===== config.mk =====
export PLATFORM = sky130hd
export DESIGN_NAME = alu_cmp_rs
export DESIGN_NICKNAME = d
export VERILOG_FILES = /design/src/rtl/rv32i_types.sv /design/src/rtl/alu_cmp_rs_select.sv /design/src/rtl/alu_cmp_rs.sv
export SDC_FILE = /design/constraint.sdc
export NUM_CORES = 2
export LEC_CHECK = 0
export BUFFER_PORTS_ARGS = -buffer_cell sky130_fd_sc_hd__buf_2
export CORE_MARGIN = 2
export CORE_UTILIZATION = 56
export DETAILED_ROUTE_END_ITERATION = 7
export PLACE_DENSITY = 0.77
export SLEW_MARGIN = 20
export SYNTH_ARGS = -nofsm -noshare
export SYNTH_HDL_FRONTEND = slang
export SYNTH_SLANG_ARGS = --single-unit

===== constraint.sdc =====
create_clock -name clk -period 3.35 [get_ports clk]
set_clock_uncertainty 0.15 [all_clocks]
set_input_delay 1.005 -clock clk [delete_from_list [all_inputs] [get_ports clk]]
set_output_delay 1.005 -clock clk [all_outputs]
set_load 0.1 [all_outputs]

===== src/rtl/rv32i_types.sv =====
// Shared RV32I out-of-order core types: instruction/control payloads and the
// ALU/CMP reservation-station entry layout.
package rv32i_types;

  localparam int unsigned XLEN                 = 32;
  localparam int unsigned ALU_RS_DEPTH_DEFAULT = 8;
  localparam int unsigned TAG_W_DEFAULT        = 6;

  typedef enum logic [3:0] {
    ALU_ADD  = 4'd0,
    ALU_SUB  = 4'd1,
    ALU_SLL  = 4'd2,
    ALU_SLT  = 4'd3,
    ALU_SLTU = 4'd4,
    ALU_XOR  = 4'd5,
    ALU_SRL  = 4'd6,
    ALU_SRA  = 4'd7,
    ALU_OR   = 4'd8,
    ALU_AND  = 4'd9
  } alu_op_t;

  typedef enum logic [2:0] {
    CMP_BEQ  = 3'd0,
    CMP_BNE  = 3'd1,
    CMP_BLT  = 3'd2,
    CMP_BGE  = 3'd3,
    CMP_BLTU = 3'd4,
    CMP_BGEU = 3'd5
  } cmp_op_t;

  typedef struct packed {
    alu_op_t alu_op;
    cmp_op_t cmp_op;
    logic    is_cmp;
    logic    use_imm;
    logic    use_pc;
  } ctrl_word_t;

  typedef struct packed {
    logic [XLEN-1:0]          pc;
    logic [XLEN-1:0]          imm;
    logic [4:0]               rd_arch;
    logic [TAG_W_DEFAULT-1:0] rd_tag;
    logic [XLEN-1:0]          rs1_data;
    logic [XLEN-1:0]          rs2_data;
  } ooo_instr_t;

  typedef struct packed {
    logic [TAG_W_DEFAULT-1:0] tag;
    logic                     rdy;
  } rs_src_t;

  typedef struct packed {
    logic       valid;
    ooo_instr_t instr;
    ctrl_word_t ctrl;
    rs_src_t    src1;
    rs_src_t    src2;
  } alu_rs_entry_t;

endpackage


===== src/rtl/alu_cmp_rs_select.sv =====
// Issue picker for the ALU/CMP reservation station: one-hot grant over ready entries.
// ALU_CMP_RS_OLDEST_FIRST_EN selects the oldest ready entry; otherwise the lowest index wins.
module alu_cmp_rs_select #(
  parameter int unsigned DEPTH = 8,
  parameter int unsigned AGE_W = 3
) (
  input  logic [DEPTH-1:0]            ready,
  input  logic [DEPTH-1:0][AGE_W-1:0] age,
  output logic [DEPTH-1:0]            sel_onehot,
  output logic                        any_valid
);

  assign any_valid = |ready;

`ifdef ALU_CMP_RS_OLDEST_FIRST_EN
  logic [AGE_W-1:0] best_age;
  logic             found;

  // Strictly-greater compare keeps the lowest index on an age tie.
  always_comb begin
    sel_onehot = '0;
    best_age   = '0;
    found      = 1'b0;
    for (int i = 0; i < int'(DEPTH); i++) begin
      if (ready[i] && (!found || (age[i] > best_age))) begin
        sel_onehot    = '0;
        sel_onehot[i] = 1'b1;
        best_age      = age[i];
        found         = 1'b1;
      end
    end
  end
`else
  logic unused_age;
  assign unused_age = ^age;

  always_comb begin
    sel_onehot = '0;
    for (int i = int'(DEPTH) - 1; i >= 0; i--) begin
      if (ready[i]) begin
        sel_onehot    = '0;
        sel_onehot[i] = 1'b1;
      end
    end
  end
`endif

endmodule


===== src/rtl/alu_cmp_rs.sv =====
// Reservation station for the ALU/CMP unit: holds dispatched ops, snoops the CDB
// for operands, issues operand-complete entries. Optional macro ALU_CMP_RS_OLDEST_FIRST_EN.
module alu_cmp_rs
  import rv32i_types::*;
#(
  parameter int unsigned DEPTH = ALU_RS_DEPTH_DEFAULT,
  parameter int unsigned TAG_W = TAG_W_DEFAULT
) (
  input  logic                     clk,
  input  logic                     rst_n,
  input  logic                     flush,
  input  logic                     dispatch_valid,
  output logic                     dispatch_ready,
  input  ooo_instr_t               dispatch_instr,
  input  ctrl_word_t               dispatch_ctrl,
  input  logic [TAG_W-1:0]         dispatch_rs1_tag,
  input  logic                     dispatch_rs1_rdy,
  input  logic [TAG_W-1:0]         dispatch_rs2_tag,
  input  logic                     dispatch_rs2_rdy,
  input  logic                     cdb_valid,
  input  logic [TAG_W-1:0]         cdb_tag,
  input  logic [31:0]              cdb_data,
  output logic                     issue_valid,
  input  logic                     issue_ready,
  output ooo_instr_t               issue_instr,
  output ctrl_word_t               issue_ctrl,
  output logic [$clog2(DEPTH):0]   occupancy
);

  localparam int unsigned IDX_W = $clog2(DEPTH);
  localparam int unsigned OCC_W = $clog2(DEPTH) + 1;
  localparam int unsigned AGE_W = $clog2(DEPTH);

  // Entry tags use the package tag width, so TAG_W is expected to equal TAG_W_DEFAULT.
  alu_rs_entry_t entries_q [DEPTH];
  alu_rs_entry_t entries_d [DEPTH];
  alu_rs_entry_t new_entry;

  logic [DEPTH-1:0]            ready_vec;
  logic [DEPTH-1:0]            sel_onehot;
  logic [DEPTH-1:0][AGE_W-1:0] age_vec;
  logic                        any_ready;
  logic                        dispatch_fire;
  logic                        issue_fire;
  logic [IDX_W-1:0]            free_idx;
  logic [OCC_W-1:0]            occupancy_d;
  logic                        dispatch_ready_d;

  assign dispatch_fire = dispatch_valid & dispatch_ready;
  assign issue_fire    = issue_valid & issue_ready;

  always_comb begin
    for (int i = 0; i < int'(DEPTH); i++) begin
      ready_vec[i] = entries_q[i].valid & entries_q[i].src1.rdy & entries_q[i].src2.rdy;
    end
  end

  // Lowest-index empty slot receives the next dispatch.
  always_comb begin
    free_idx = '0;
    for (int i = int'(DEPTH) - 1; i >= 0; i--) begin
      if (!entries_q[i].valid) free_idx = IDX_W'(i);
    end
  end

  alu_cmp_rs_select #(
    .DEPTH (DEPTH),
    .AGE_W (AGE_W)
  ) u_select (
    .ready      (ready_vec),
    .age        (age_vec),
    .sel_onehot (sel_onehot),
    .any_valid  (any_ready)
  );

  // Issue payload comes straight from the selected registered entry.
  always_comb begin
    issue_valid = any_ready;
    issue_instr = '0;
    issue_ctrl  = '0;
    for (int i = 0; i < int'(DEPTH); i++) begin
      if (sel_onehot[i]) begin
        issue_instr = entries_q[i].instr;
        issue_ctrl  = entries_q[i].ctrl;
      end
    end
  end

  // Incoming entry, with a same-cycle CDB broadcast captured for missing sources.
  always_comb begin
    new_entry            = '0;
    new_entry.valid      = 1'b1;
    new_entry.instr      = dispatch_instr;
    new_entry.ctrl       = dispatch_ctrl;
    new_entry.src1.tag   = dispatch_rs1_tag;
    new_entry.src1.rdy   = dispatch_rs1_rdy;
    new_entry.src2.tag   = dispatch_rs2_tag;
    new_entry.src2.rdy   = dispatch_rs2_rdy;
    if (cdb_valid && !dispatch_rs1_rdy && (dispatch_rs1_tag == cdb_tag)) begin
      new_entry.instr.rs1_data = cdb_data;
      new_entry.src1.rdy       = 1'b1;
    end
    if (cdb_valid && !dispatch_rs2_rdy && (dispatch_rs2_tag == cdb_tag)) begin
      new_entry.instr.rs2_data = cdb_data;
      new_entry.src2.rdy       = 1'b1;
    end
  end

  // Next-state: wakeup, then issue clear, then dispatch write; flush overrides all.
  always_comb begin
    for (int i = 0; i < int'(DEPTH); i++) begin
      entries_d[i] = entries_q[i];
      if (entries_q[i].valid && cdb_valid) begin
        if (!entries_q[i].src1.rdy && (entries_q[i].src1.tag == cdb_tag)) begin
          entries_d[i].instr.rs1_data = cdb_data;
          entries_d[i].src1.rdy       = 1'b1;
        end
        if (!entries_q[i].src2.rdy && (entries_q[i].src2.tag == cdb_tag)) begin
          entries_d[i].instr.rs2_data = cdb_data;
          entries_d[i].src2.rdy       = 1'b1;
        end
      end
      if (issue_fire && sel_onehot[i]) entries_d[i] = '0;
      if (dispatch_fire && (free_idx == IDX_W'(i))) entries_d[i] = new_entry;
      if (flush) entries_d[i] = '0;
    end
  end

  always_comb begin
    occupancy_d = occupancy;
    if (flush) begin
      occupancy_d = '0;
    end else begin
      occupancy_d = occupancy + OCC_W'(dispatch_fire) - OCC_W'(issue_fire);
    end
    dispatch_ready_d = (occupancy_d < OCC_W'(DEPTH));
  end

  always_ff @(posedge clk or negedge rst_n) begin
    if (!rst_n) begin
      for (int i = 0; i < int'(DEPTH); i++) entries_q[i] <= '0;
      occupancy      <= '0;
      dispatch_ready <= 1'b1;
    end else begin
      for (int i = 0; i < int'(DEPTH); i++) entries_q[i] <= entries_d[i];
      occupancy      <= occupancy_d;
      dispatch_ready <= dispatch_ready_d;
    end
  end

`ifdef ALU_CMP_RS_OLDEST_FIRST_EN
  logic [AGE_W-1:0] age_q [DEPTH];
  logic [AGE_W-1:0] age_d [DEPTH];

  // New entry starts at age 0; every other live entry ages by one, saturating.
  always_comb begin
    for (int i = 0; i < int'(DEPTH); i++) begin
      age_d[i]   = age_q[i];
      age_vec[i] = age_q[i];
      if (dispatch_fire) begin
        if (free_idx == IDX_W'(i)) begin
          age_d[i] = '0;
        end else if (entries_q[i].valid && (age_q[i] != {AGE_W{1'b1}})) begin
          age_d[i] = age_q[i] + AGE_W'(1);
        end
      end
    end
  end

  always_ff @(posedge clk or negedge rst_n) begin
    if (!rst_n) begin
      for (int i = 0; i < int'(DEPTH); i++) age_q[i] <= '0;
    end else begin
      for (int i = 0; i < int'(DEPTH); i++) age_q[i] <= age_d[i];
    end
  end
`else
  assign age_vec = '0;
`endif

endmodule


# ---- Word level (Yosys, flattened, before mapping)
# Cells that the tools add are included.
dict set report totals {
  ff_bits 1317
  input_bits 207
  word_cells 405
}
dict set report classes {
  add_sub_neg 2
  magnitude_cmp 1
  n_eq_ne 25
  mux 117
  bitwise_logic 18
  reduce_logical 112
}
# operator count
set op_table {}
lappend op_table {{164-bit 2-to-1 mux} 24}
lappend op_table {{139-bit 2-to-1 mux} 8}
lappend op_table {{32-bit 2-to-1 mux} 18}
lappend op_table {{64-bit 2-to-1 mux} 8}
lappend op_table {{6-bit equality test} 18}
lappend op_table {{4-bit nonzero test} 24}
lappend op_table {{10-bit 2-to-1 mux} 8}
lappend op_table {{8-bit 2-to-1 mux} 8}
lappend op_table {{1-bit logical AND} 44}
lappend op_table {{1-bit 2-to-1 mux} 34}
lappend op_table {{2-bit AND reduction} 16}
lappend op_table {{3-bit 2-to-1 mux} 8}
lappend op_table {{3-bit nonzero test} 8}
lappend op_table {{1-bit AND} 18}
lappend op_table {{1-bit logical NOT} 18}
lappend op_table {{3-bit equality test, second input constant} 4}
lappend op_table {{8-bit OR reduction} 1}
lappend op_table {{3-bit by 2-bit equality test with 1-bit output, second input constant} 2}
lappend op_table {{4-bit by 1-bit adder with 4-bit output} 1}
lappend op_table {{4-bit less-than comparator, second input constant} 1}
lappend op_table {{4-bit 2-to-1 mux} 1}
lappend op_table {{4-bit by 1-bit subtractor with 4-bit output} 1}
lappend op_table {{3-bit by 1-bit equality test with 1-bit output, second input constant} 1}
lappend op_table {{3-bit logical NOT} 1}

# ---- Longest topological paths before layout
dict set report logic_depth {
  word_depth 18
  depth_mapped 14
  depth_no_buf 12
}

# ---- By module
# A second synthesis with hierarchy kept.
dict set report unflattened {
  hier_cells 6541
  hier_area_um2 66109.7
}
# mod instances cells_per_inst area_each_um2 seq_area_each_um2
set by_module_without_submodules {}
lappend by_module_without_submodules {alu_cmp_rs 1 6529 66008.3 32957.9}
lappend by_module_without_submodules {alu_cmp_rs_select 1 12 101.3 0.0}

# ---- Worst setup path after synthesis
# Ideal clock, no wire load.
dict set report synth_path {
  kind {reg-to-output}
  start {reg, netlist name entries_q[984]}
  end {out issue_instr[124] in the netlist's numbering}
  t_arrival_ns 4.192
  required_ns 2.195
  setup_slack_ns -1.997
  stages_incl_launch_ff 11
  cell_sequence {dfrtp_1 and3_1 clkbuf_1 clkbuf_1 nor3_1 clkbuf_1 clkbuf_1 a221oi_1 nor2_1 a211oi_1 o21ai_0}
}
# item line
set synth_rtl {}
lappend synth_rtl {{end, declared} alu_cmp_rs.sv:25} ;# output ooo_instr_t issue_instr,

==> reports/results.ini <==
[route]
viasPerCell = 7.45
ant_nets = 0
drc = 4
firstDrtPassIters = 8
drtIter0Drc = 9039
vias = 62000
drt-wirelength-per-cell_um = 32.9
routed_wl_mm = 274

[worst_setup_path]
cp.arrival_ns = 3.13
cpLargestDelayFamily = compound AO/OA/AOI/OAI gates
cpMostUsedCell = buf_6
crit_buf_inv = 4
cp_slowest_cell = dfrtp_1
reg2reg_slack_ns = -0.05
crit_required_ns = 2.19
path_cells = buf_6 -> nand3_4 -> nor4_4 -> buf_6 -> buf_4 -> a21oi_2 -> a2bb2oi_2 -> a211oi_4 -> a221o_2 -> buf_12
critPathMaxFanout = 3
critPathCaptureType = output pin
path_class = reg -> out
crit_path_max_incr_delay_ns = 0.44
cp-start-kind = register

[timing]
finalHoldViolations = 0
setup-tns-final_ns = -122.64
period_minus_slack_ns = 4.29
slew_headroom_pct = 24.5
slew_violations = 0
fin_ws_ns = -0.936
setup_viol = 152
post-route-period-util_pct = 128
fmax_ghz = 0.233
rsz0062_at_grt = true
tightest_slew_ns = 1.12

[placement]
place_ws_ns = -0.553
io_buffers = 361
dp_cells = 7976
gp_congestion = 1.02
dp_hpwl_mm = 164

[synth]
synth_top_area_share_pct = 51.6
synth.avg_cell_area_um2 = 10.2
synth_edf_count = 0
synth_commonest_cells = 1316 x dfrtp_1, 777 x a22o_1, 660 x nor2_1, 535 x clkbuf_1, 452 x nand2_1
yosys-top-cells-area = dfrtp_1 52%, a22o_1 11%, a211oi_1 4.5%, nor2_1 3.9%, o21ai_0 3.3%
seq_area_frac_synth_pct = 51.7
ys_ff_latch = 1317
synth_top_cell_by_area = dfrtp_1
synth_top_flop_cell = dfrtp_1
syn_nets = 6444
synth.most_common_cell = dfrtp_1
synthDistinctLibCells = 76
syn_area_mm2 = 0.0638
ys_warn_count = 0
async_flop_share_pct = 100
syn-instance-count = 6232

[clocking]
tritoncts = done
root_buffer = clkbuf_16
cts.sinks = 1317
cts_buffer_depth = 3
h-tree-depth = 4
clk_pin_slew_ns = 0.06
cts_hold_buf = 0
clk_latency_ns = 0.77
numCtsBuffers = 142

[power_and_ir_drop]
power_frac_comb_pct = 13.6
p_sw_share_pct = 28.1
p_sw_w = 0.0109
peakVddDrop_v = 0.000465
p_clk_share_pct = 42.5
power.leakage_nw = 38.5
power_density_mw_per_mm2 = 465
p_int_w = 0.0280
seq_power_share_pct = 43.8

[global_route]
grt_usage_pct = 45.1
overflow = 0
grt_max_degree = 117
antenna_found_initial = 31
grt_first_pass_wirelength_mm = 397
grt_pass1_vias = 61800

[final_layout]
layout-drive-gt1-share_pct = 30.1
final_nets = 6901
fin_cells = 8322
areaGrowthSynthToFinish_pct = 31.2
final_core_util_pct = 74.2
n_fill_cell = 7295

[run]
maxCapViolations = 0

[floorplan]
die-area_mm2 = 0.117
die_h_um = 342
rows = 123
die_w_um = 342
initial_core_util_pct = 56.6
io_pins = 362
core_mm2 = 0.113

[outcome]
violations = design-rule violations, negative setup slack
status = finished with violations

[hold_path]
hold_class = in -> async

-- final cells by class --
class                   count  area (um^2)  share of cell area [%]
inverters                  17         63.8                  0.0762
diodes                     18         45.0                  0.0538
flip-flops and latches   1317        33000                    39.4
well taps                1500         1880                    2.24
repair buffers           1064        12100                    14.5
clock inverters            62          749                   0.895
clock buffers             197         4140                    4.95
multi-input cells        4147        31800                    37.9
-- stage by stage --
| step | total power (W) | cell area [um^2] | hold slack [ns] |
|---|---|---|---|
| after floorplan | 0.0200 | 66500 | 0.289 |
| after global placement | 0.0222 | 76200 | 0.300 |
| after detailed placement | 0.0223 | 76200 | 0.305 |
| after CTS | 0.0386 | 82300 | 0.0647 |
| after global routing | 0.0397 | 83700 | 0.0853 |
| final | 0.0389 | 83700 | 0.0879 |
-- final timing paths --
kind,start,to,cells past startpoint
max,entries_q[328],issue_instr[53],10
min,rst_n,entries_q[1009],1
max reg2reg,entries_q[1311],entries_q[881],11
min reg2reg,entries_q[71],entries_q[71],2
max in group asynchronous,rst_n,entries_q[243],2
min in group clk,entries_q[71],entries_q[71],2
-- cells by family after synthesis --
logic type	synth area share, %
compound gates	28.7
flops	51.7
simple gates	8.03
xor+xnor	1.52
mux	5.24
buf+inv	4.72
fa+ha+maj	0.110
-- worst reg2reg max path: stages (launching register included) --
cell,delay (ns)
dfrtp_1,0.38
buf_4,0.15
buf_4,0.19
and4_1,0.26
nand2b_1,0.43
nor2_4,0.09
buf_12,0.19
o21ai_0,0.86
buf_4,0.24
a211oi_1,0.05
buf_4,0.17
a21o_1,0.14
-- routing by layer --
metal / wire [um] / GRT usage, %
met4: 24100 / 31.9
met1: 92200 / 56.0
met5: 250 / 0
met2: 118000 / 66.1
met3: 40000 / 15.6
-- layout by cell type, fill, tap and decap left out, types with 50 or more instances in the layout --
master	synthesis	final
a211oi_1	385	287
a211oi_2	0	90
a21oi_1	134	86
a221oi_1	123	117
a22o_1	777	777
a22oi_1	187	187
buf_12	0	301
buf_2	96	209
buf_4	2	474
clkbuf_16	0	161
dfrtp_1	1316	1316
mux2_2	153	153
mux2i_1	162	162
nand2_1	452	403
nor2_1	660	579
o21ai_0	419	176
o21ai_2	1	101
o21ai_4	0	129
o221ai_1	125	125
o22ai_1	67	50
xnor2_1	53	53
xor2_1	58	58
-- power groups by stage --
stage	clock network [W]	logic, W	registers, W
finish	0.0165	0.00530	0.0171
global route	0.0172	0.00546	0.0171
CTS	0.0165	0.00510	0.0170
detailed placement	0	0.00505	0.0173
global placement	0	0.00496	0.0173
floorplan	0	0.00268	0.0173
-- flip-flops by register name, summed over array words and instances, names as in the netlist --
name	cells
entries_q	1312
occupancy	4
dispatch_ready	1
-- repair_timing --
action,CTS,global route
hold endpoints to repair,0,0
endpoints found under the setup margin,152,153
resized for setup,189,210
pin swaps,39,27
cloned,12,21
buffers inserted,22,25
No activity file was read; power rests on OpenSTA's default activity.
